===== src/rtl/hazard_ctrl_v2_if.sv =====
// Hazard-controller bundle: pipeline-side register/control info in, stall/flush/forward out.
// master = pipeline stages, slave = hazard controller.
interface hazard_ctrl_v2_if #(
    parameter int unsigned REG_ADDR_W = 5,
    parameter int unsigned CNT_W      = 16
);
    logic [REG_ADDR_W-1:0] Rs1B;
    logic [REG_ADDR_W-1:0] Rs2B;
    logic [REG_ADDR_W-1:0] Rs1C;
    logic [REG_ADDR_W-1:0] Rs2C;
    logic [REG_ADDR_W-1:0] RdC;
    logic                  RegWriteC;
    logic [1:0]            ResultSrcC;
    logic [REG_ADDR_W-1:0] RdD;
    logic                  RegWriteD;
    logic                  MemReqD;
    logic [REG_ADDR_W-1:0] RdE;
    logic                  RegWriteE;
    logic                  PCSrcA;

    logic [1:0]            ForwardAH;
    logic [1:0]            ForwardBH;
    logic                  StallA;
    logic                  StallB;
    logic                  StallC;
    logic                  StallD;
    logic                  FlushB;
    logic                  FlushC;
    logic                  FlushE;
    logic [CNT_W-1:0]      StallCnt;
    logic [CNT_W-1:0]      FlushCnt;

    modport master (
        output Rs1B, Rs2B, Rs1C, Rs2C, RdC, RegWriteC, ResultSrcC,
        output RdD, RegWriteD, MemReqD, RdE, RegWriteE, PCSrcA,
        input  ForwardAH, ForwardBH, StallA, StallB, StallC, StallD,
        input  FlushB, FlushC, FlushE, StallCnt, FlushCnt
    );

    modport slave (
        input  Rs1B, Rs2B, Rs1C, Rs2C, RdC, RegWriteC, ResultSrcC,
        input  RdD, RegWriteD, MemReqD, RdE, RegWriteE, PCSrcA,
        output ForwardAH, ForwardBH, StallA, StallB, StallC, StallD,
        output FlushB, FlushC, FlushE, StallCnt, FlushCnt
    );
endinterface


===== src/rtl/hazard_ctrl_v2.sv =====
// Five-stage pipeline hazard controller: D/E forwarding, load-use / RAW stalls, redirect
// flushes, multi-cycle data-memory freeze FSM and saturating stall/flush counters.
module hazard_ctrl_v2 #(
    parameter int unsigned DATA_WIDTH  = 32,
    parameter int unsigned REG_ADDR_W  = 5,
    parameter int unsigned MEM_LATENCY = 2,
    parameter int unsigned FWD_EN      = 1,
    parameter int unsigned CNT_W       = 16
) (
    input  logic             clk,
    input  logic             rst,
    hazard_ctrl_v2_if.slave  hz_io
);

    if (CNT_W == 0 || CNT_W > DATA_WIDTH) begin : g_bad_cnt_w
        $error("hazard_ctrl_v2: CNT_W must be in 1..DATA_WIDTH");
    end

    // WAIT covers latency cycles 2..MEM_LATENCY, so the counter only needs MEM_LATENCY-2.
    localparam int unsigned   WaitW    = (MEM_LATENCY > 2) ? $clog2(MEM_LATENCY) : 1;
    localparam logic [WaitW-1:0] WaitLoad = (MEM_LATENCY > 1) ? WaitW'(MEM_LATENCY - 2) : '0;

    typedef enum logic [1:0] {
        StIdle,
        StWait,
        StDone
    } state_e;

    state_e           state_q, state_d;
    logic [WaitW-1:0] wait_q, wait_d;
    logic [CNT_W-1:0] stall_cnt_q, stall_cnt_d;
    logic [CNT_W-1:0] flush_cnt_q, flush_cnt_d;

    logic       mem_freeze;
    logic       lu;
    logic       raw;
    logic       hazard;
    logic       redirect;
    logic       stall_ab;
    logic       stall_cd;
    logic       flush_b;
    logic       flush_c;
    logic       flush_e;
    logic [1:0] fwd_a;
    logic [1:0] fwd_b;

    function automatic logic dep(input logic [REG_ADDR_W-1:0] rs,
                                 input logic [REG_ADDR_W-1:0] rd,
                                 input logic                  we);
        return we && (rd != '0) && (rd == rs);
    endfunction

    function automatic logic [1:0] fwd_sel(input logic [REG_ADDR_W-1:0] rs,
                                           input logic [REG_ADDR_W-1:0] rd_d,
                                           input logic                  we_d,
                                           input logic [REG_ADDR_W-1:0] rd_e,
                                           input logic                  we_e);
        if (dep(rs, rd_d, we_d)) begin
            return 2'b10;
        end else if (dep(rs, rd_e, we_e)) begin
            return 2'b01;
        end
        return 2'b00;
    endfunction

    // Memory wait FSM
    always_comb begin
        state_d    = state_q;
        wait_d     = wait_q;
        mem_freeze = 1'b0;
        unique case (state_q)
            StIdle: begin
                if (hz_io.MemReqD && (MEM_LATENCY > 0)) begin
                    mem_freeze = 1'b1;
                    if (MEM_LATENCY == 1) begin
                        state_d = StDone;
                    end else begin
                        state_d = StWait;
                        wait_d  = WaitLoad;
                    end
                end
            end
            StWait: begin
                mem_freeze = 1'b1;
                if (wait_q == '0) begin
                    state_d = StDone;
                end else begin
                    wait_d = wait_q - WaitW'(1);
                end
            end
            // Same memory instruction still in D: ignore its request for one cycle.
            StDone: state_d = StIdle;
            default: state_d = StIdle;
        endcase
    end

    assign lu = hz_io.RegWriteC && (hz_io.ResultSrcC == 2'b01) &&
                (dep(hz_io.Rs1B, hz_io.RdC, 1'b1) || dep(hz_io.Rs2B, hz_io.RdC, 1'b1));

    assign raw = dep(hz_io.Rs1B, hz_io.RdC, hz_io.RegWriteC) ||
                 dep(hz_io.Rs1B, hz_io.RdD, hz_io.RegWriteD) ||
                 dep(hz_io.Rs1B, hz_io.RdE, hz_io.RegWriteE) ||
                 dep(hz_io.Rs2B, hz_io.RdC, hz_io.RegWriteC) ||
                 dep(hz_io.Rs2B, hz_io.RdD, hz_io.RegWriteD) ||
                 dep(hz_io.Rs2B, hz_io.RdE, hz_io.RegWriteE);

    assign hazard = (FWD_EN != 0) ? lu : raw;

    // Priority: freeze > redirect > lu/raw. Everything is quiet while rst is high.
    always_comb begin
        redirect = 1'b0;
        stall_ab = 1'b0;
        stall_cd = 1'b0;
        flush_b  = 1'b0;
        flush_c  = 1'b0;
        flush_e  = 1'b0;
        fwd_a    = 2'b00;
        fwd_b    = 2'b00;
        if (!rst) begin
            if (mem_freeze) begin
                stall_ab = 1'b1;
                stall_cd = 1'b1;
                flush_e  = 1'b1;
            end else if (hz_io.PCSrcA) begin
                redirect = 1'b1;
                flush_b  = 1'b1;
                flush_c  = 1'b1;
            end else if (hazard) begin
                stall_ab = 1'b1;
                flush_c  = 1'b1;
            end
            if (FWD_EN != 0) begin
                fwd_a = fwd_sel(hz_io.Rs1C, hz_io.RdD, hz_io.RegWriteD, hz_io.RdE,
                                hz_io.RegWriteE);
                fwd_b = fwd_sel(hz_io.Rs2C, hz_io.RdD, hz_io.RegWriteD, hz_io.RdE,
                                hz_io.RegWriteE);
            end
        end
    end

    always_comb begin
        stall_cnt_d = stall_cnt_q;
        flush_cnt_d = flush_cnt_q;
        if (stall_ab && !(&stall_cnt_q)) begin
            stall_cnt_d = stall_cnt_q + CNT_W'(1);
        end
        if (redirect && !(&flush_cnt_q)) begin
            flush_cnt_d = flush_cnt_q + CNT_W'(1);
        end
    end

    always_ff @(posedge clk or posedge rst) begin
        if (rst) begin
            state_q     <= StIdle;
            wait_q      <= '0;
            stall_cnt_q <= '0;
            flush_cnt_q <= '0;
        end else begin
            state_q     <= state_d;
            wait_q      <= wait_d;
            stall_cnt_q <= stall_cnt_d;
            flush_cnt_q <= flush_cnt_d;
        end
    end

    assign hz_io.ForwardAH = fwd_a;
    assign hz_io.ForwardBH = fwd_b;
    assign hz_io.StallA    = stall_ab;
    assign hz_io.StallB    = stall_ab;
    assign hz_io.StallC    = stall_cd;
    assign hz_io.StallD    = stall_cd;
    assign hz_io.FlushB    = flush_b;
    assign hz_io.FlushC    = flush_c;
    assign hz_io.FlushE    = flush_e;
    assign hz_io.StallCnt  = stall_cnt_q;
    assign hz_io.FlushCnt  = flush_cnt_q;

endmodule

===== src/flat_wrapper.sv =====
// flat-port wrapper written by rule: the top's interface ports become plain ports
module hazard_ctrl_v2_flat 
#(
    parameter int unsigned DATA_WIDTH  = 32,
    parameter int unsigned REG_ADDR_W  = 5,
    parameter int unsigned MEM_LATENCY = 2,
    parameter int unsigned FWD_EN      = 1,
    parameter int unsigned CNT_W       = 16
)
  (clk, rst, hz_io_Rs1B, hz_io_Rs2B, hz_io_Rs1C, hz_io_Rs2C, hz_io_RdC, hz_io_RegWriteC, hz_io_ResultSrcC, hz_io_RdD, hz_io_RegWriteD, hz_io_MemReqD, hz_io_RdE, hz_io_RegWriteE, hz_io_PCSrcA, hz_io_ForwardAH, hz_io_ForwardBH, hz_io_StallA, hz_io_StallB, hz_io_StallC, hz_io_StallD, hz_io_FlushB, hz_io_FlushC, hz_io_FlushE, hz_io_StallCnt, hz_io_FlushCnt);
  hazard_ctrl_v2_if #(.REG_ADDR_W(REG_ADDR_W), .CNT_W(CNT_W)) hz_io_i ();
  input  logic clk;
  input  logic rst;
  input wire logic [$bits(hz_io_i.Rs1B)-1:0] hz_io_Rs1B;
  input wire logic [$bits(hz_io_i.Rs2B)-1:0] hz_io_Rs2B;
  input wire logic [$bits(hz_io_i.Rs1C)-1:0] hz_io_Rs1C;
  input wire logic [$bits(hz_io_i.Rs2C)-1:0] hz_io_Rs2C;
  input wire logic [$bits(hz_io_i.RdC)-1:0] hz_io_RdC;
  input wire logic [$bits(hz_io_i.RegWriteC)-1:0] hz_io_RegWriteC;
  input wire logic [$bits(hz_io_i.ResultSrcC)-1:0] hz_io_ResultSrcC;
  input wire logic [$bits(hz_io_i.RdD)-1:0] hz_io_RdD;
  input wire logic [$bits(hz_io_i.RegWriteD)-1:0] hz_io_RegWriteD;
  input wire logic [$bits(hz_io_i.MemReqD)-1:0] hz_io_MemReqD;
  input wire logic [$bits(hz_io_i.RdE)-1:0] hz_io_RdE;
  input wire logic [$bits(hz_io_i.RegWriteE)-1:0] hz_io_RegWriteE;
  input wire logic [$bits(hz_io_i.PCSrcA)-1:0] hz_io_PCSrcA;
  output wire logic [$bits(hz_io_i.ForwardAH)-1:0] hz_io_ForwardAH;
  output wire logic [$bits(hz_io_i.ForwardBH)-1:0] hz_io_ForwardBH;
  output wire logic [$bits(hz_io_i.StallA)-1:0] hz_io_StallA;
  output wire logic [$bits(hz_io_i.StallB)-1:0] hz_io_StallB;
  output wire logic [$bits(hz_io_i.StallC)-1:0] hz_io_StallC;
  output wire logic [$bits(hz_io_i.StallD)-1:0] hz_io_StallD;
  output wire logic [$bits(hz_io_i.FlushB)-1:0] hz_io_FlushB;
  output wire logic [$bits(hz_io_i.FlushC)-1:0] hz_io_FlushC;
  output wire logic [$bits(hz_io_i.FlushE)-1:0] hz_io_FlushE;
  output wire logic [$bits(hz_io_i.StallCnt)-1:0] hz_io_StallCnt;
  output wire logic [$bits(hz_io_i.FlushCnt)-1:0] hz_io_FlushCnt;
  assign hz_io_i.Rs1B = hz_io_Rs1B;
  assign hz_io_i.Rs2B = hz_io_Rs2B;
  assign hz_io_i.Rs1C = hz_io_Rs1C;
  assign hz_io_i.Rs2C = hz_io_Rs2C;
  assign hz_io_i.RdC = hz_io_RdC;
  assign hz_io_i.RegWriteC = hz_io_RegWriteC;
  assign hz_io_i.ResultSrcC = hz_io_ResultSrcC;
  assign hz_io_i.RdD = hz_io_RdD;
  assign hz_io_i.RegWriteD = hz_io_RegWriteD;
  assign hz_io_i.MemReqD = hz_io_MemReqD;
  assign hz_io_i.RdE = hz_io_RdE;
  assign hz_io_i.RegWriteE = hz_io_RegWriteE;
  assign hz_io_i.PCSrcA = hz_io_PCSrcA;
  assign hz_io_ForwardAH = hz_io_i.ForwardAH;
  assign hz_io_ForwardBH = hz_io_i.ForwardBH;
  assign hz_io_StallA = hz_io_i.StallA;
  assign hz_io_StallB = hz_io_i.StallB;
  assign hz_io_StallC = hz_io_i.StallC;
  assign hz_io_StallD = hz_io_i.StallD;
  assign hz_io_FlushB = hz_io_i.FlushB;
  assign hz_io_FlushC = hz_io_i.FlushC;
  assign hz_io_FlushE = hz_io_i.FlushE;
  assign hz_io_StallCnt = hz_io_i.StallCnt;
  assign hz_io_FlushCnt = hz_io_i.FlushCnt;
  hazard_ctrl_v2 #(.DATA_WIDTH(DATA_WIDTH), .REG_ADDR_W(REG_ADDR_W), .MEM_LATENCY(MEM_LATENCY), .FWD_EN(FWD_EN), .CNT_W(CNT_W)) u_core (.clk(clk), .rst(rst), .hz_io(hz_io_i));
endmodule

===== config.mk =====
export PLATFORM = sky130hd
export DESIGN_NAME = hazard_ctrl_v2_flat
export DESIGN_NICKNAME = d
export VERILOG_FILES = /design/src/rtl/hazard_ctrl_v2_if.sv /design/src/rtl/hazard_ctrl_v2.sv /design/src/flat_wrapper.sv
export SDC_FILE = /design/constraint.sdc
export NUM_CORES = 1
export LEC_CHECK = 0
export ABC_AREA = 1
export CAP_MARGIN = 10
export CORE_UTILIZATION = 35
export DETAILED_ROUTE_END_ITERATION = 10
export GPL_TIMING_DRIVEN = 0
export PLACE_DENSITY = 0.6
export REMOVE_ABC_BUFFERS = 1
export SYNTH_ARGS = -nofsm -noshare
export SYNTH_HDL_FRONTEND = slang
export SYNTH_SLANG_ARGS = --single-unit

===== constraint.sdc =====
create_clock -name clk -period 1.9 [get_ports clk]
set_input_delay 0.285 -clock clk [delete_from_list [all_inputs] [get_ports clk]]
set_output_delay 0.285 -clock clk [all_outputs]
set_load 0.03 [all_outputs]

==> run_results.csv, run 1 <==
group,metric,value,unit
power,sw_frac_of_total,41.6,%
worst_hold_path,hold_class,"in2async",
timing,fin_crit_sh,97.0,%
detailed_routing,dr.first_iter.drc_count,88,
clock_network,cts.htree.levels,2,
timing,final.setup.worst_slack,57.0,ps
layout,area_growth,48.5,%
floorplan,die_w,86.8,um
floorplan,core,0.00687,mm^2
power,power_density,833,mW/mm^2
layout,finalNetCount,502,
placement,dp.final_hpwl,4.69,mm
setup_path,worstSetupEndpointType,"output port",
grt,first_global_vias,2492,
timing,timing.final.setup_violations,0,
detailed_routing,final_antenna_net_count,0,
clock_network,clk_path_buf_depth,2,
status,outcome,"finished clean",
power,power.ir.vdd_worst,0.000596,V
grt,grt.total_usage,18.9,%
floorplan,vertical_die_dimension,86.8,um
floorplan,initial_utilization,36.6,%
setup_path,worst-endpoint-arrival,1560,ps
clock_network,tritoncts_num_sinks,34,
synthesis,synth_top_cell_area_share,33.8,%
power,p_int,1.82,mW
detailed_routing,vias_per_cell,4.61,
synthesis,number_of_enable_type_register_cells_in_the_synthesized_netlist,0,
timing,finalSetupTns,0,ps
detailed_routing,routed_wl,6.74,mm
clock_network,cts-buffers-inserted,5,
power,pwr-share-seq,34.1,%
floorplan,pin_count,87,
placement,io_buffer_count,86,
synthesis,netlist_instances,363,
setup_path,critical_path.max_stage_delay,470,ps
synthesis,synth-seq-area-share,33.8,%
timing,timing_worst_slew_pin_value,581,ps
synthesis,synth_ff_type,"sky130_fd_sc_hd__dfrtp_1",
grt,antenna_found_initial,0,
setup_path,critPathMaxFanout,2,
timing,skew,11.7,ps
layout,insertedDiodeCount,0,
timing,timing.final.max_slew_violations,0,
timing,worst_hold_slack,226,ps
clock_network,clk_root_buffer_cell,"sky130_fd_sc_hd__clkbuf_8",
detailed_routing,drt-pass1-iter-count,4,
layout,fraction_of_layout_cells_with_a_size_suffix_above_1,11.6,%
floorplan,die_area,0.00753,mm^2
placement,dpl_worst_slack,-1120,ps
power,power.switching,1.30,mW
timing,fmax,543,MHz
grt,global_route.overflow_total,0,
timing,worst_slew_margin_rel,60.9,%
synthesis,synth.largest_area_cell,"sky130_fd_sc_hd__dfrtp_1",
timing,rsz0062_at_grt,"true",
setup_path,type_of_origin_of_the_critical_path,"input pin",
clock_network,clkTransAtPathRegs,80,ps
clock_network,cts_tree,"done",
grt,grt_max_degree,37,
setup_path,worst_path_max_delay_cell,"sky130_fd_sc_hd__clkdlybuf4s50_1",
detailed_routing,detailroute.via_count,2550,
power,comb_power_share,44.3,%
synthesis,seq_cells_post_synth,34,
timing,finalCriticalPeriod,1840,ps
setup_path,timing.critical_path.cells,"clkdlybuf4s50_1 > inv_1 > nand2_1 > nand2_1 > nor2_2 > nand3_2 > nand2_2 > nand2_2 > a21oi_2 > buf_6",
power,power.static_leakage,1.95,nW
synthesis,asyncSetResetFlopFracSynth,100,%
timing,report.final.hold_viol_count,0,
synthesis,yosys-top-cells-count,"102 x sky130_fd_sc_hd__nand2_1, 56 x sky130_fd_sc_hd__inv_1, 39 x sky130_fd_sc_hd__nand3_1, 34 x sky130_fd_sc_hd__dfrtp_1, 31 x sky130_fd_sc_hd__nor2_1",
clock_network,clock_latency_of_the_later_clocked_register_in_the_worst_skew_pair,300,ps
synthesis,avgSynthCellArea,6.93,um^2
synthesis,yosys.cell_count.top_type,"sky130_fd_sc_hd__nand2_1",
run,cap_violations,0,
synthesis,ys.warnings.count,0,
setup_path,worst_ep_required_time,1620,ps
synthesis,synth_top_cells_by_area,"sky130_fd_sc_hd__dfrtp_1 34%, sky130_fd_sc_hd__nand2_1 15%, sky130_fd_sc_hd__inv_1 8.4%, sky130_fd_sc_hd__xor2_1 8.0%, sky130_fd_sc_hd__nand3_1 7.8%",
detailed_routing,post-route-drc-count,0,
floorplan,num_rows,30,
synthesis,synthDistinctLibCells,28,
synthesis,synthesis.area,0.00252,mm^2
layout,fill_cells,673,
clock_network,cts-hold-fix-buffers,0,
placement,routabilityCongestion,0.819,
grt,grt_pass1_wl,11.2,mm
power,relative_contribution_of_the_clock_network_to_total_power,21.7,%
setup_path,critical_path_class,"in2out",
detailed_routing,routed_wire_length_per_instance,12.2,um
==> power groups by stage <==
stage	clock network, mW	registers, mW	logic [mW]
after CTS	0.688	1.05	1.36
after detailed placement	0	1.07	1.33
after global routing	0.712	1.08	1.50
after floorplan	0	1.27	0.552
final	0.674	1.06	1.38
after global placement	0	1.06	1.31
==> flip-flops by register name, summed over array words and instances, names as in the netlist <==
signal and flops:
u_core.hz_io.FlushCnt 16, u_core.state_q 2, u_core.hz_io.StallCnt 16
==> logic make-up (layout without fill, tap and decap cells) <==
| kind of cell | Yosys count | count (layout) | share of synthesized area [%] |
|---|---|---|---|
| AO/OA/AOI/OAI | 14 | 14 | 3.18 |
| XOR/XNOR | 41 | 41 | 14.3 |
| adder cells (fa/ha/maj) | 2 | 2 | 0.994 |
| buffers and inverters | 67 | 160 | 11.3 |
| flip-flops | 34 | 34 | 33.8 |
| AND/OR/NAND/NOR | 205 | 206 | 36.4 |
==> area by class of cell <==
type	instances	area [um^2]	area share (%)
clock buffers	7	76.3	2.04
multi-input cells	263	1460	39.1
repair inverters	1	8.76	0.234
inverters	59	248	6.63
repair buffers	92	941	25.2
flip-flops and latches	34	852	22.8
clock inverters	1	30.0	0.803
well taps	96	120	3.21
==> what timing repair did <==
item                       CTS  global route
cloned                       1             1
pin swaps                    1            15
setup endpoints to repair   43            24
hold endpoints to repair     0             0
resized for setup           68            45
setup buffers                2             4
==> cell usage in the layout (no fill, tap or decap), types with 5 or more instances in the layout <==
| master | n |
|---|---|
| sky130_fd_sc_hd__xor2_1 | 23 |
| sky130_fd_sc_hd__clkdlybuf4s50_1 | 46 |
| sky130_fd_sc_hd__nand2_2 | 5 |
| sky130_fd_sc_hd__clkbuf_8 | 5 |
| sky130_fd_sc_hd__nand4_1 | 7 |
| sky130_fd_sc_hd__nand3_1 | 37 |
| sky130_fd_sc_hd__inv_1 | 55 |
| sky130_fd_sc_hd__nor2_2 | 6 |
| sky130_fd_sc_hd__o21ai_0 | 8 |
| sky130_fd_sc_hd__dfrtp_1 | 33 |
| sky130_fd_sc_hd__nor2_1 | 27 |
| sky130_fd_sc_hd__buf_4 | 10 |
| sky130_fd_sc_hd__xnor2_1 | 18 |
| sky130_fd_sc_hd__dlymetal6s2s_1 | 24 |
| sky130_fd_sc_hd__nor3_1 | 11 |
| sky130_fd_sc_hd__nand2_1 | 98 |
==> metrics by stage <==
step / util [%] / area (um^2) / cells / power, mW
after global routing: 54.4 / 3740 / 553 / 3.29
after floorplan: - / 2450 / 355 / 1.83
after detailed placement: 50.0 / 3430 / 537 / 2.39
final: 54.4 / 3740 / 553 / 3.11
after CTS: 52.3 / 3590 / 548 / 3.10
after global placement: 50.0 / 3430 / 537 / 2.37
==> final timing paths <==
kind | from | endpoint | slack, ps | cells after the start
worst max-delay path | hz_io_Rs2B[4] | hz_io_FlushC | 60 | 10
worst min-delay path | rst | u_core.hz_io.FlushCnt[6] | 230 | 2
worst max register to register | u_core.hz_io.StallCnt[0] | u_core.hz_io.StallCnt[1] | 100 | 9
worst min register to register | u_core.state_q[1] | u_core.state_q[1] | 420 | 1
max in group asynchronous | rst | u_core.hz_io.FlushCnt[7] | 1270 | 3
min in group clk | u_core.state_q[1] | u_core.state_q[1] | 420 | 1
==> metal layers <==
layer  share of wire [%]  track usage (%)  vias to the layer above
li1                    -                -                     1314
met1                  46             23.3                     1169
met2                  49             33.3                       56
met3                 2.9             3.05                       11
met4                 1.6             6.21                        0
met5                   0                0                        -
==> worst max-delay path: cells and delay by family <==
kind            cells  cell delay [ps]
buf+inv             3              650
simple gates        6              480
compound gates      1              140
No activity file was read; power rests on OpenSTA's default activity.
==> run 2, diff against run 1 <==
--- a/config.mk
+++ b/config.mk
@@ -6,10 +6,8 @@
 export NUM_CORES = 1
 export LEC_CHECK = 0
 export ABC_AREA = 1
-export CAP_MARGIN = 10
 export CORE_UTILIZATION = 35
 export DETAILED_ROUTE_END_ITERATION = 10
-export GPL_TIMING_DRIVEN = 0
 export PLACE_DENSITY = 0.6
 export REMOVE_ABC_BUFFERS = 1
 export SYNTH_ARGS = -nofsm -noshare
==> constraint.sdc (replaced) <==
create_clock -name clk -period 2 [get_ports clk]
set_input_delay 0.3 -clock clk [delete_from_list [all_inputs] [get_ports clk]]
set_output_delay 0.3 -clock clk [all_outputs]
set_load 0.03 [all_outputs]
==> run 2 against run 1 <==
Compared with the run above:
- sequential power decreased by 6%
- first-iteration DRC count fell by 4.5%
- clock skew is 9.1 ps lower
- sequential share of layout area up 0.15 points
- cell area is 0.80% lower
- worst setup slack better by 31 ps
- global-route usage decreased by 1.4 points
- die area is the same
- largest power group unchanged
==> run_results.csv, run 2 (synthesized netlist as in run 1, its figures left out) <==
group,metric,value,unit
worst_hold_path,hold_class,"reg2reg",
clock_network,clkTransAtPathRegs,70,ps
detailed_routing,routed_wire_length_per_instance,11.2,um
timing,finalCriticalPeriod,1910,ps
setup_path,crit_reg_reg_startpoint,"u_core.hz_io.FlushCnt[0]",
layout,insertedDiodeCount,0,
power,power.static_leakage,1.85,nW
clock_network,clk_root_buffer_cell,"sky130_fd_sc_hd__clkbuf_8",
grt,global_route.overflow_total,0,
floorplan,die_area,0.00753,mm^2
setup_path,critical_path_class,"in2out",
worst_hold_path,timing.hold.worst.start,"u_core.state_q[1]",
detailed_routing,vias_per_cell,4.52,
setup_path,critical_path.max_stage_delay,480,ps
layout,fraction_of_layout_cells_with_a_size_suffix_above_1,12.6,%
setup_path,setup.reg_to_reg.worst_slack,250,ps
setup_path,worstSetupEndpointType,"output port",
setup_path,worst_r2r_endpoint,"u_core.hz_io.FlushCnt[13]",
timing,timing.final.max_slew_violations,0,
power,p_int,1.67,mW
detailed_routing,dr.first_iter.drc_count,84,
timing,fin_crit_sh,95.6,%
clock_network,clk_path_buf_depth,2,
power,pwr-share-seq,35.0,%
power,power.ir.vdd_worst,0.000605,V
placement,io_buffer_count,86,
layout,finalNetCount,513,
run,cap_violations,0,
timing,worst_hold_slack,431,ps
clock_network,cts.htree.levels,2,
setup_path,timing.reg2reg.worst_path_depth,9,
floorplan,core,0.00687,mm^2
power,sw_frac_of_total,41.7,%
detailed_routing,drt-pass1-iter-count,5,
power,power_density,772,mW/mm^2
grt,grt.total_usage,17.5,%
detailed_routing,detailroute.via_count,2547,
clock_network,cts-buffers-inserted,5,
grt,grt_max_degree,26,
timing,worst_slew_margin_rel,62.0,%
layout,fin_cells,564,
clock_network,clock_latency_of_the_later_clocked_register_in_the_worst_skew_pair,280,ps
placement,routabilityCongestion,0.846,
detailed_routing,post-route-drc-count,0,
floorplan,vertical_die_dimension,86.8,um
status,outcome,"finished clean",
power,total_power,2.86,mW
floorplan,initial_utilization,36.6,%
setup_path,worst-endpoint-arrival,1610,ps
timing,timing.final.setup_violations,0,
layout,utilization,54.0,%
setup_path,critPathMaxFanout,4,
detailed_routing,final_antenna_net_count,0,
timing,rsz0062_at_grt,"false",
grt,first_global_vias,2435,
layout,area_growth,47.3,%
worst_hold_path,hold_path_end,"u_core.state_q[1]",
clock_network,cts_tree,"done",
power,comb_power_share,46.5,%
setup_path,type_of_origin_of_the_critical_path,"input pin",
placement,dp.final_hpwl,5.01,mm
grt,grt_pass1_wl,10.5,mm
timing,timing_worst_slew_pin_value,564,ps
worst_hold_path,timing.hold.worst_path_depth,1,
clock_network,tritoncts_num_sinks,34,
layout,layout_commonest_cell,"sky130_fd_sc_hd__nand2_1",
timing,fmax,523,MHz
power,power.switching,1.19,mW
power,relative_contribution_of_the_clock_network_to_total_power,18.4,%
floorplan,die_w,86.8,um
placement,number_of_cells_after_detailed_placement,554,
detailed_routing,routed_wl,6.34,mm
floorplan,num_rows,30,
layout,layout.cells.most_common_list,"100 x sky130_fd_sc_hd__nand2_1, 62 x sky130_fd_sc_hd__clkdlybuf4s50_1, 54 x sky130_fd_sc_hd__inv_1, 38 x sky130_fd_sc_hd__nand3_1, 34 x sky130_fd_sc_hd__dfrtp_1",
clock_network,cts-hold-fix-buffers,0,
grt,antenna_found_initial,0,
timing,skew,2.65,ps
floorplan,pin_count,87,
setup_path,worst_ep_required_time,1700,ps
setup_path,timing.critical_path.cells,"clkdlybuf4s50_1 > o41ai_1 > inv_1 > nand3_1 > nor2_1 > buf_4",
setup_path,worst_path_max_delay_cell,"sky130_fd_sc_hd__clkdlybuf4s50_1",
timing,report.final.hold_viol_count,0,
## run 2: routing by layer
| metal | track usage [%] | routed length, um | vias to the layer above |
|---|---|---|---|
| met3 | 3.62 | 225 | 6 |
| met5 | 0 | 0 | - |
| met2 | 32.2 | 3160 | 52 |
| met4 | 3.48 | 54 | 0 |
| met1 | 20.8 | 2900 | 1152 |
| li1 | - | - | 1337 |
## run 2: what timing repair did
| action | in CTS | in global routing |
|---|---|---|
| setup buffers | 0 | 2 |
| endpoints found under the setup margin | 6 | 7 |
| pin swaps | 2 | 5 |
| cloned | 0 | 0 |
| gates resized for setup | 10 | 22 |
| endpoints found under the hold margin | 0 | 0 |
## run 2: final cells by class
class                   instances  area, um^2
fillers                       677        3160
multi-input cells             262        1430
repair buffers                105         998
flip-flops and latches         34         851
inverters                      59         221
well taps                      96         120
clock buffers                   7        86.3
clock inverters                 1        5.00
## run 2: worst max-delay path by stage
stage	startpoint	to	slack (ps)	cells past startpoint
2_1_floorplan	u_core.state_q[0]	u_core.hz_io.StallCnt[5]	-1040	9
3_3_place_gp	hz_io_RdD[3]	hz_io_ForwardBH[1]	-350	7
3_5_place_dp	hz_io_RdD[3]	hz_io_ForwardBH[1]	-380	7
4_1_cts	hz_io_RdE[3]	hz_io_ForwardAH[0]	5	6
5_1_grt	hz_io_RdC[3]	hz_io_FlushC	0.7	10
6_report	hz_io_RdE[3]	hz_io_ForwardBH[0]	90	6
## run 2: power by group through the flow
stage	Clock, mW	Sequential [mW]	Combinational, mW
6_report	0.527	1.00	1.33
5_1_grt	0.583	1.02	1.45
4_1_cts	0.548	1.00	1.31
3_5_place_dp	0	1.01	1.30
3_3_place_gp	0	1.01	1.28
2_1_floorplan	0	1.21	0.525
## run 2: critical path, delay by kind of cell
family / cells / cell delay, ps
and+or+nand+nor: 2 / 140
AOI/OAI and AO/OA: 1 / 430
buffers and inverters: 3 / 740
## run 2: metrics by stage
step | setup WS (ps) | setup TNS, ps | cell area [um^2]
final | 88.3 | 0 | 3710
after global routing | 0.710 | 0 | 3710
after CTS | 5.01 | 0 | 3640
after detailed placement | -385 | -1320 | 3540
after global placement | -351 | -771 | 3540
after floorplan | -1040 | -22380 | 2450
